===== src/rtl/dmem_bus_if.sv =====
// Data-side bus interface behind the MEM stage: turns a MEM request into one
// req/ack bus transaction, stalls the pipeline while it is outstanding, and
// hands the load result back. A WAIT-cycle timeout forces completion.
module dmem_bus_if #(
  parameter int ADDR_W         = 32,
  parameter int DATA_W         = 32,
  parameter int TIMEOUT_CYCLES = 255
) (
  input  logic                clk,
  input  logic                rst,
  input  logic                mem_ce_i,
  input  logic                mem_we_i,
  input  logic [DATA_W/8-1:0] mem_sel_i,
  input  logic [ADDR_W-1:0]   mem_addr_i,
  input  logic [DATA_W-1:0]   mem_data_i,
  input  logic                stall_i,
  output logic [DATA_W-1:0]   mem_data_o,
  output logic                stallreq_o,
  output logic                bus_req_o,
  output logic                bus_we_o,
  output logic [DATA_W/8-1:0] bus_sel_o,
  output logic [ADDR_W-1:0]   bus_addr_o,
  output logic [DATA_W-1:0]   bus_wdata_o,
  input  logic                bus_ack_i,
  input  logic [DATA_W-1:0]   bus_rdata_i,
  output logic                bus_err_o
);
  localparam int SEL_W = DATA_W / 8;
  localparam int CNT_W = $clog2(TIMEOUT_CYCLES + 1);

  typedef enum logic [1:0] {IDLE, WAIT, DONE} state_e;

  // Latched request driven onto the bus for the whole WAIT state.
  typedef struct packed {
    logic              we;
    logic [SEL_W-1:0]  sel;
    logic [ADDR_W-1:0] addr;
    logic [DATA_W-1:0] wdata;
  } breq_t;

  state_e            state_q, state_d;
  breq_t             req_q, req_d;
  logic [CNT_W-1:0]  cnt_q, cnt_d, cnt_inc;
  logic [DATA_W-1:0] rdata_q, rdata_d;
  logic              err_q, err_d;
  logic              new_req;

  assign new_req = mem_ce_i && (|mem_sel_i);
  assign cnt_inc = cnt_q + CNT_W'(1);

  // State and datapath registers; reset abandons any in-flight transaction.
  always_ff @(posedge clk or posedge rst) begin
    if (rst) begin
      state_q <= IDLE;
      req_q   <= '0;
      cnt_q   <= '0;
      rdata_q <= '0;
      err_q   <= 1'b0;
    end else begin
      state_q <= state_d;
      req_q   <= req_d;
      cnt_q   <= cnt_d;
      rdata_q <= rdata_d;
      err_q   <= err_d;
    end
  end

  // Next-state: IDLE accepts, WAIT runs until ack or timeout (ack wins a tie),
  // DONE holds the result while the pipeline is frozen so nothing re-issues.
  always_comb begin
    state_d = state_q;
    req_d   = req_q;
    cnt_d   = cnt_q;
    rdata_d = rdata_q;
    err_d   = err_q;
    case (state_q)
      IDLE: begin
        if (new_req) begin
          req_d.we    = mem_we_i;
          req_d.sel   = mem_sel_i;
          req_d.addr  = mem_addr_i & ~ADDR_W'(3);
          req_d.wdata = mem_data_i;
          cnt_d       = '0;
          state_d     = WAIT;
        end
      end
      WAIT: begin
        if (bus_ack_i) begin
          rdata_d = req_q.we ? '0 : bus_rdata_i;
          state_d = DONE;
        end else if (cnt_inc == CNT_W'(TIMEOUT_CYCLES)) begin
          cnt_d   = cnt_inc;
          err_d   = 1'b1;
          rdata_d = '0;
          state_d = DONE;
        end else begin
          cnt_d = cnt_inc;
        end
      end
      DONE: begin
        if (!stall_i) state_d = IDLE;
      end
      default: state_d = IDLE;
    endcase
  end

  // Outputs decode from the current state so reset drops them immediately.
  always_comb begin
    stallreq_o  = (state_q == IDLE && new_req) || (state_q == WAIT);
    bus_req_o   = (state_q == WAIT);
    mem_data_o  = (state_q == DONE) ? rdata_q : '0;
    bus_we_o    = req_q.we;
    bus_sel_o   = req_q.sel;
    bus_addr_o  = req_q.addr;
    bus_wdata_o = req_q.wdata;
    bus_err_o   = err_q;
  end
endmodule


===== config.mk =====
export PLATFORM = sky130hd
export DESIGN_NAME = dmem_bus_if
export DESIGN_NICKNAME = d
export VERILOG_FILES = /design/src/rtl/dmem_bus_if.sv
export SDC_FILE = /design/constraint.sdc
export NUM_CORES = 1
export LEC_CHECK = 0
export ABC_AREA = 1
export CORE_MARGIN = 2
export CORE_UTILIZATION = 42
export CTS_CLUSTER_DIAMETER = 40
export DETAILED_ROUTE_END_ITERATION = 16
export PLACE_DENSITY = 0.8
export SETUP_SLACK_MARGIN = 0.02
export SYNTH_ARGS = -nofsm -noshare
export SYNTH_HDL_FRONTEND = slang
export SYNTH_SLANG_ARGS = --single-unit

===== constraint.sdc =====
create_clock -name clk -period 4.96 [get_ports clk]
set_clock_uncertainty 0.2 [all_clocks]
set_input_delay 0.992 -clock clk [delete_from_list [all_inputs] [get_ports clk]]
set_output_delay 0.992 -clock clk [all_outputs]
set_load 0.05 [all_outputs]

==> results.md <==
Outcome:
- The flow ran to the end, and the final reports show no timing, DRC or antenna violations.

Routing:
- Detailed routing inserted a total of 3,777 vias.
- The post-detailed-route DRC marker count is 0.
- The number of detailed-route iterations in the first pass is 4.
- The ratio of routed vias to standard cells is 4.781.
- After detailed routing, the total wire length is 12,070 µm.
- The post-route antenna net violation count is 0.
- The final routed wire length divided by cell count is 15.28 µm.
- In this run, the number of DRC markers left after iteration 0 of detailed routing was 129.

Clock network:
- The clock passes through at most 2 buffers.
- TritonCTS built the clock tree.
- In this run the number of H-tree levels came out at 3.
- The register clock-pin slew on the reported worst setup and hold paths is 0.09 ns.
- The post-CTS setup buffer count is 0.
- The later pin in the worst-skew pair is clocked with a latency of 0.36 ns.
- Gates resized during post-CTS repair numbered 0.
- Counting every sink on the clock net gives 110.
- The number of buffers inserted for hold repair after clock tree synthesis is 0.
- The library cell used as clock root buffer is sky130_fd_sc_hd__clkbuf_8.
- The number of buffers created by CTS is 9.

GRT:
- The number of antenna violations at the first check in global routing is 1.
- For this run the aggregate overflow at the end of global routing stands at 0.
- The largest net degree at the start of global routing is 91.
- In the global route stage, overall resource usage came out at 0.2107.
- The first global-routing pass estimated 19,350 µm of wire.
- The via count of the first global-routing pass was 3,953.

Yosys:
- Of the synthesized area, sequential elements account for 0.5839.
- Summing every instance area after synthesis gives 4715 µm².
- Counting every instance in the synthesized netlist gives 446.
- The number of unique standard cell types used by synthesis is 23.
- The per-instance average area after synthesis is 10.57 µm².
- The total number of yosys warnings is 0.
- Synthesis inferred 110 register bits.

Floorplanning:
- The number of top-level design ports is 210.
- Measured along the x axis, the die boundary spans 110.0 µm.
- The core region is 10,890 µm².
- In this run the vertical extent of the chip is 110.0 µm.
- In this run the core area contains 38 standard-cell rows.
- The die covers 12,090 µm².
- The initial cell density of the core is 0.4330.

Place:
- At the end of routability-driven placement, the weighted congestion stood at 0.7901.
- Input and output buffers added on the ports amount to 205.
- At the placement stage, the worst setup path has a slack of 1.469 ns.
- After detailed placement, the design holds a cell count of 774.
- The detailed placer's ending HPWL is 9060 µm.
- The total cell area at the placement stage is 6862 µm².

STA:
- Setup slack on the critical path of the routed design comes to 1.116 ns.
- Setup violations remaining at the end of the flow were counted as 0.
- Measured against its own limit, the worst slew margin works out to 0.2776.
- The actual transition at the worst max-transition pin is 1.084 ns.
- The total count of hold-check failures in the final report is 0.
- On the final layout, the worst hold slack is 0.2831 ns.
- Setup repair after global routing left no endpoint under its margin.
- The final-layout setup total negative slack is 0 ns.
- In the finished design, the share of the clock period the worst path needs comes to 0.7750.
- The post-route minimum period is 3.844 ns.
- The max-slew violation count is 0.
- The upper clock frequency limit is 0.2601 GHz.

Cells and area:
- At the end of the flow the core is filled with cells to 0.6496.
- The finished cells cover 7073 µm².
- The antenna diode instance count is 0.
- The non-filler instance count after layout is 790.
- From synthesis to final layout, the design area changed by 50.03%.
- The number of nets at the end of the flow is 753.
- The share of layout cells above drive strength 1 is 0.1554.

Setup path:
- The slowest stage of the critical path belongs to the cell sky130_fd_sc_hd__clkdlybuf4s50_1.
- The maximum single-stage delay on the critical path is 0.85 ns.
- The data required time at the worst endpoint is 3.77 ns.
- The data arrival time at the worst-slack endpoint is 2.65 ns.
- STA classifies the critical path endpoint as a primary output.
- STA classifies the critical path startpoint as a flop.
- The critical path in this run is classified as reg -> out.
- The signal on the critical path passes through inv_1 -> nand2_1 -> nor2_1 -> clkdlybuf4s50_1.
- The largest fanout on the critical path is 32.

Power and ir drop:
- The analysis attributes to cell leakage a power of 3.103 nW.
- Across the VDD grid, the largest voltage drop is 0.4713 mV.
- The power density over the cells is 671.9 nW/µm².
- The design draws 4.752 mW.

Flow run:
- The count of max-cap constraint violations is 0.

Min path:
- The worst min-delay path class is reg -> reg.
area by class of cell:
type                            instances  area (µm²)
Clock buffer                           14       172.7
Clock inverter                          2       38.79
Fill cell                             875        3815
Inverter                               49       186.4
Multi-Input combinational cell        266        1668
Sequential cell                       110        2753
Tap cell                              140       175.2
Timing Repair Buffer                  209        2079
critical path: cells and delay by family, from the launching register on:
family / cells / cell delay [ns]
simple gates: 2 / 0.93
buf+inv: 2 / 0.98
flops: 1 / 0.39
synthesized netlist by cell type:
| cell type | number | share of area |
|---|---|---|
| sky130_fd_sc_hd__inv_1 | 48 | 0.038 |
| sky130_fd_sc_hd__mux2_2 | 63 | 0.15 |
| sky130_fd_sc_hd__nand3_2 | 10 | 0.021 |
| sky130_fd_sc_hd__o21ai_0 | 8 | 0.0085 |
| sky130_fd_sc_hd__buf_6 | 3 | 0.0072 |
| sky130_fd_sc_hd__dfrtp_1 | 110 | 0.58 |
| sky130_fd_sc_hd__o21ai_1 | 2 | 0.0021 |
| sky130_fd_sc_hd__ha_1 | 2 | 0.0053 |
| sky130_fd_sc_hd__buf_4 | 3 | 0.0048 |
| sky130_fd_sc_hd__clkbuf_1 | 6 | 0.0048 |
| sky130_fd_sc_hd__nand2_1 | 95 | 0.076 |
| sky130_fd_sc_hd__o22ai_1 | 4 | 0.0053 |
| sky130_fd_sc_hd__nand4_1 | 3 | 0.0040 |
| sky130_fd_sc_hd__a31o_2 | 1 | 0.0019 |
| sky130_fd_sc_hd__nor2_2 | 2 | 0.0027 |
| sky130_fd_sc_hd__inv_2 | 1 | 0.00080 |
| sky130_fd_sc_hd__nor2_1 | 41 | 0.033 |
| sky130_fd_sc_hd__buf_2 | 10 | 0.011 |
| sky130_fd_sc_hd__nor2_4 | 1 | 0.0024 |
| sky130_fd_sc_hd__and2_1 | 1 | 0.0013 |
| sky130_fd_sc_hd__nand3_1 | 30 | 0.032 |
| sky130_fd_sc_hd__conb_1 | 1 | 0.00080 |
| sky130_fd_sc_hd__nand3_4 | 1 | 0.0037 |
cells in the final DEF, fill, tap and decap left out, types with 2 or more instances in the layout:
cell type,instances
sky130_fd_sc_hd__mux2_2,63
sky130_fd_sc_hd__o21ai_0,8
sky130_fd_sc_hd__nor2_1,40
sky130_fd_sc_hd__conb_1,2
sky130_fd_sc_hd__nand4_1,3
sky130_fd_sc_hd__clkbuf_1,2
sky130_fd_sc_hd__ha_1,2
sky130_fd_sc_hd__nand2_1,95
sky130_fd_sc_hd__nor2_2,3
sky130_fd_sc_hd__clkdlybuf4s50_1,204
sky130_fd_sc_hd__o22ai_1,4
sky130_fd_sc_hd__dfrtp_1,110
sky130_fd_sc_hd__buf_4,5
sky130_fd_sc_hd__nand3_4,2
sky130_fd_sc_hd__o21ai_1,2
sky130_fd_sc_hd__nand3_2,10
sky130_fd_sc_hd__inv_1,47
sky130_fd_sc_hd__nand3_1,29
sky130_fd_sc_hd__clkbuf_8,12
power breakdown:
| group | leakage [nW] | internal [mW] | switching [mW] | total (mW) |
|---|---|---|---|---|
| logic | 1.64 | 0.967 | 1.73 | 2.70 |
| clock network | 0.107 | 0.277 | 0.284 | 0.561 |
| registers | 1.35 | 1.28 | 0.210 | 1.49 |
| total | 3.10 | 2.53 | 2.23 | 4.75 |
routing by layer:
layer / track usage / wire (µm) / vias to the layer above
met4: 0.09946 / 315 / 2
li1: - / - / 1806
met3: 0.06402 / 956 / 25
met5: 0 / 11 / -
met2: 0.3554 / 6193 / 130
met1: 0.2443 / 4597 / 1814
state kept, by name, summed over array words and instances (netlist names):
name and flops:
bus_addr_o 30, cnt_q 8, bus_wdata_o 32, bus_err_o 1
bus_sel_o 4, state_q 2, rdata_q 32, bus_we_o 1
final timing paths:
| check | startpoint | end | slack [ns] | cells after the start |
|---|---|---|---|---|
| worst min-delay path | bus_err_o$_DFFE_PP0P_ | bus_err_o$_DFFE_PP0P_ | 0.28 | 1 |
| worst min register to register | bus_err_o$_DFFE_PP0P_ | bus_err_o$_DFFE_PP0P_ | 0.28 | 1 |
| min in group asynchronous | rst | bus_wdata_o[7]$_DFFE_PP0P_ | 1.05 | 2 |
| max in group asynchronous | rst | rdata_q[30]$_DFFE_PP0P_ | 2.62 | 3 |
| worst max-delay path | state_q[0]$_DFFE_PP0P_ | mem_data_o[30] | 1.12 | 4 |
| worst max register to register | cnt_q[1]$_DFFE_PP0P_ | rdata_q[11]$_DFFE_PP0P_ | 2.71 | 8 |
cell families after synthesis:
group | share of synthesized area
multiplexers | 0.1505
flip-flops | 0.5839
other | 0.0007954
buffers and inverters | 0.06635
AND/OR/NAND/NOR | 0.1754
adder cells (fa/ha/maj) | 0.005307
AO/OA/AOI/OAI | 0.01778
(Power assumes the default switching activity.)
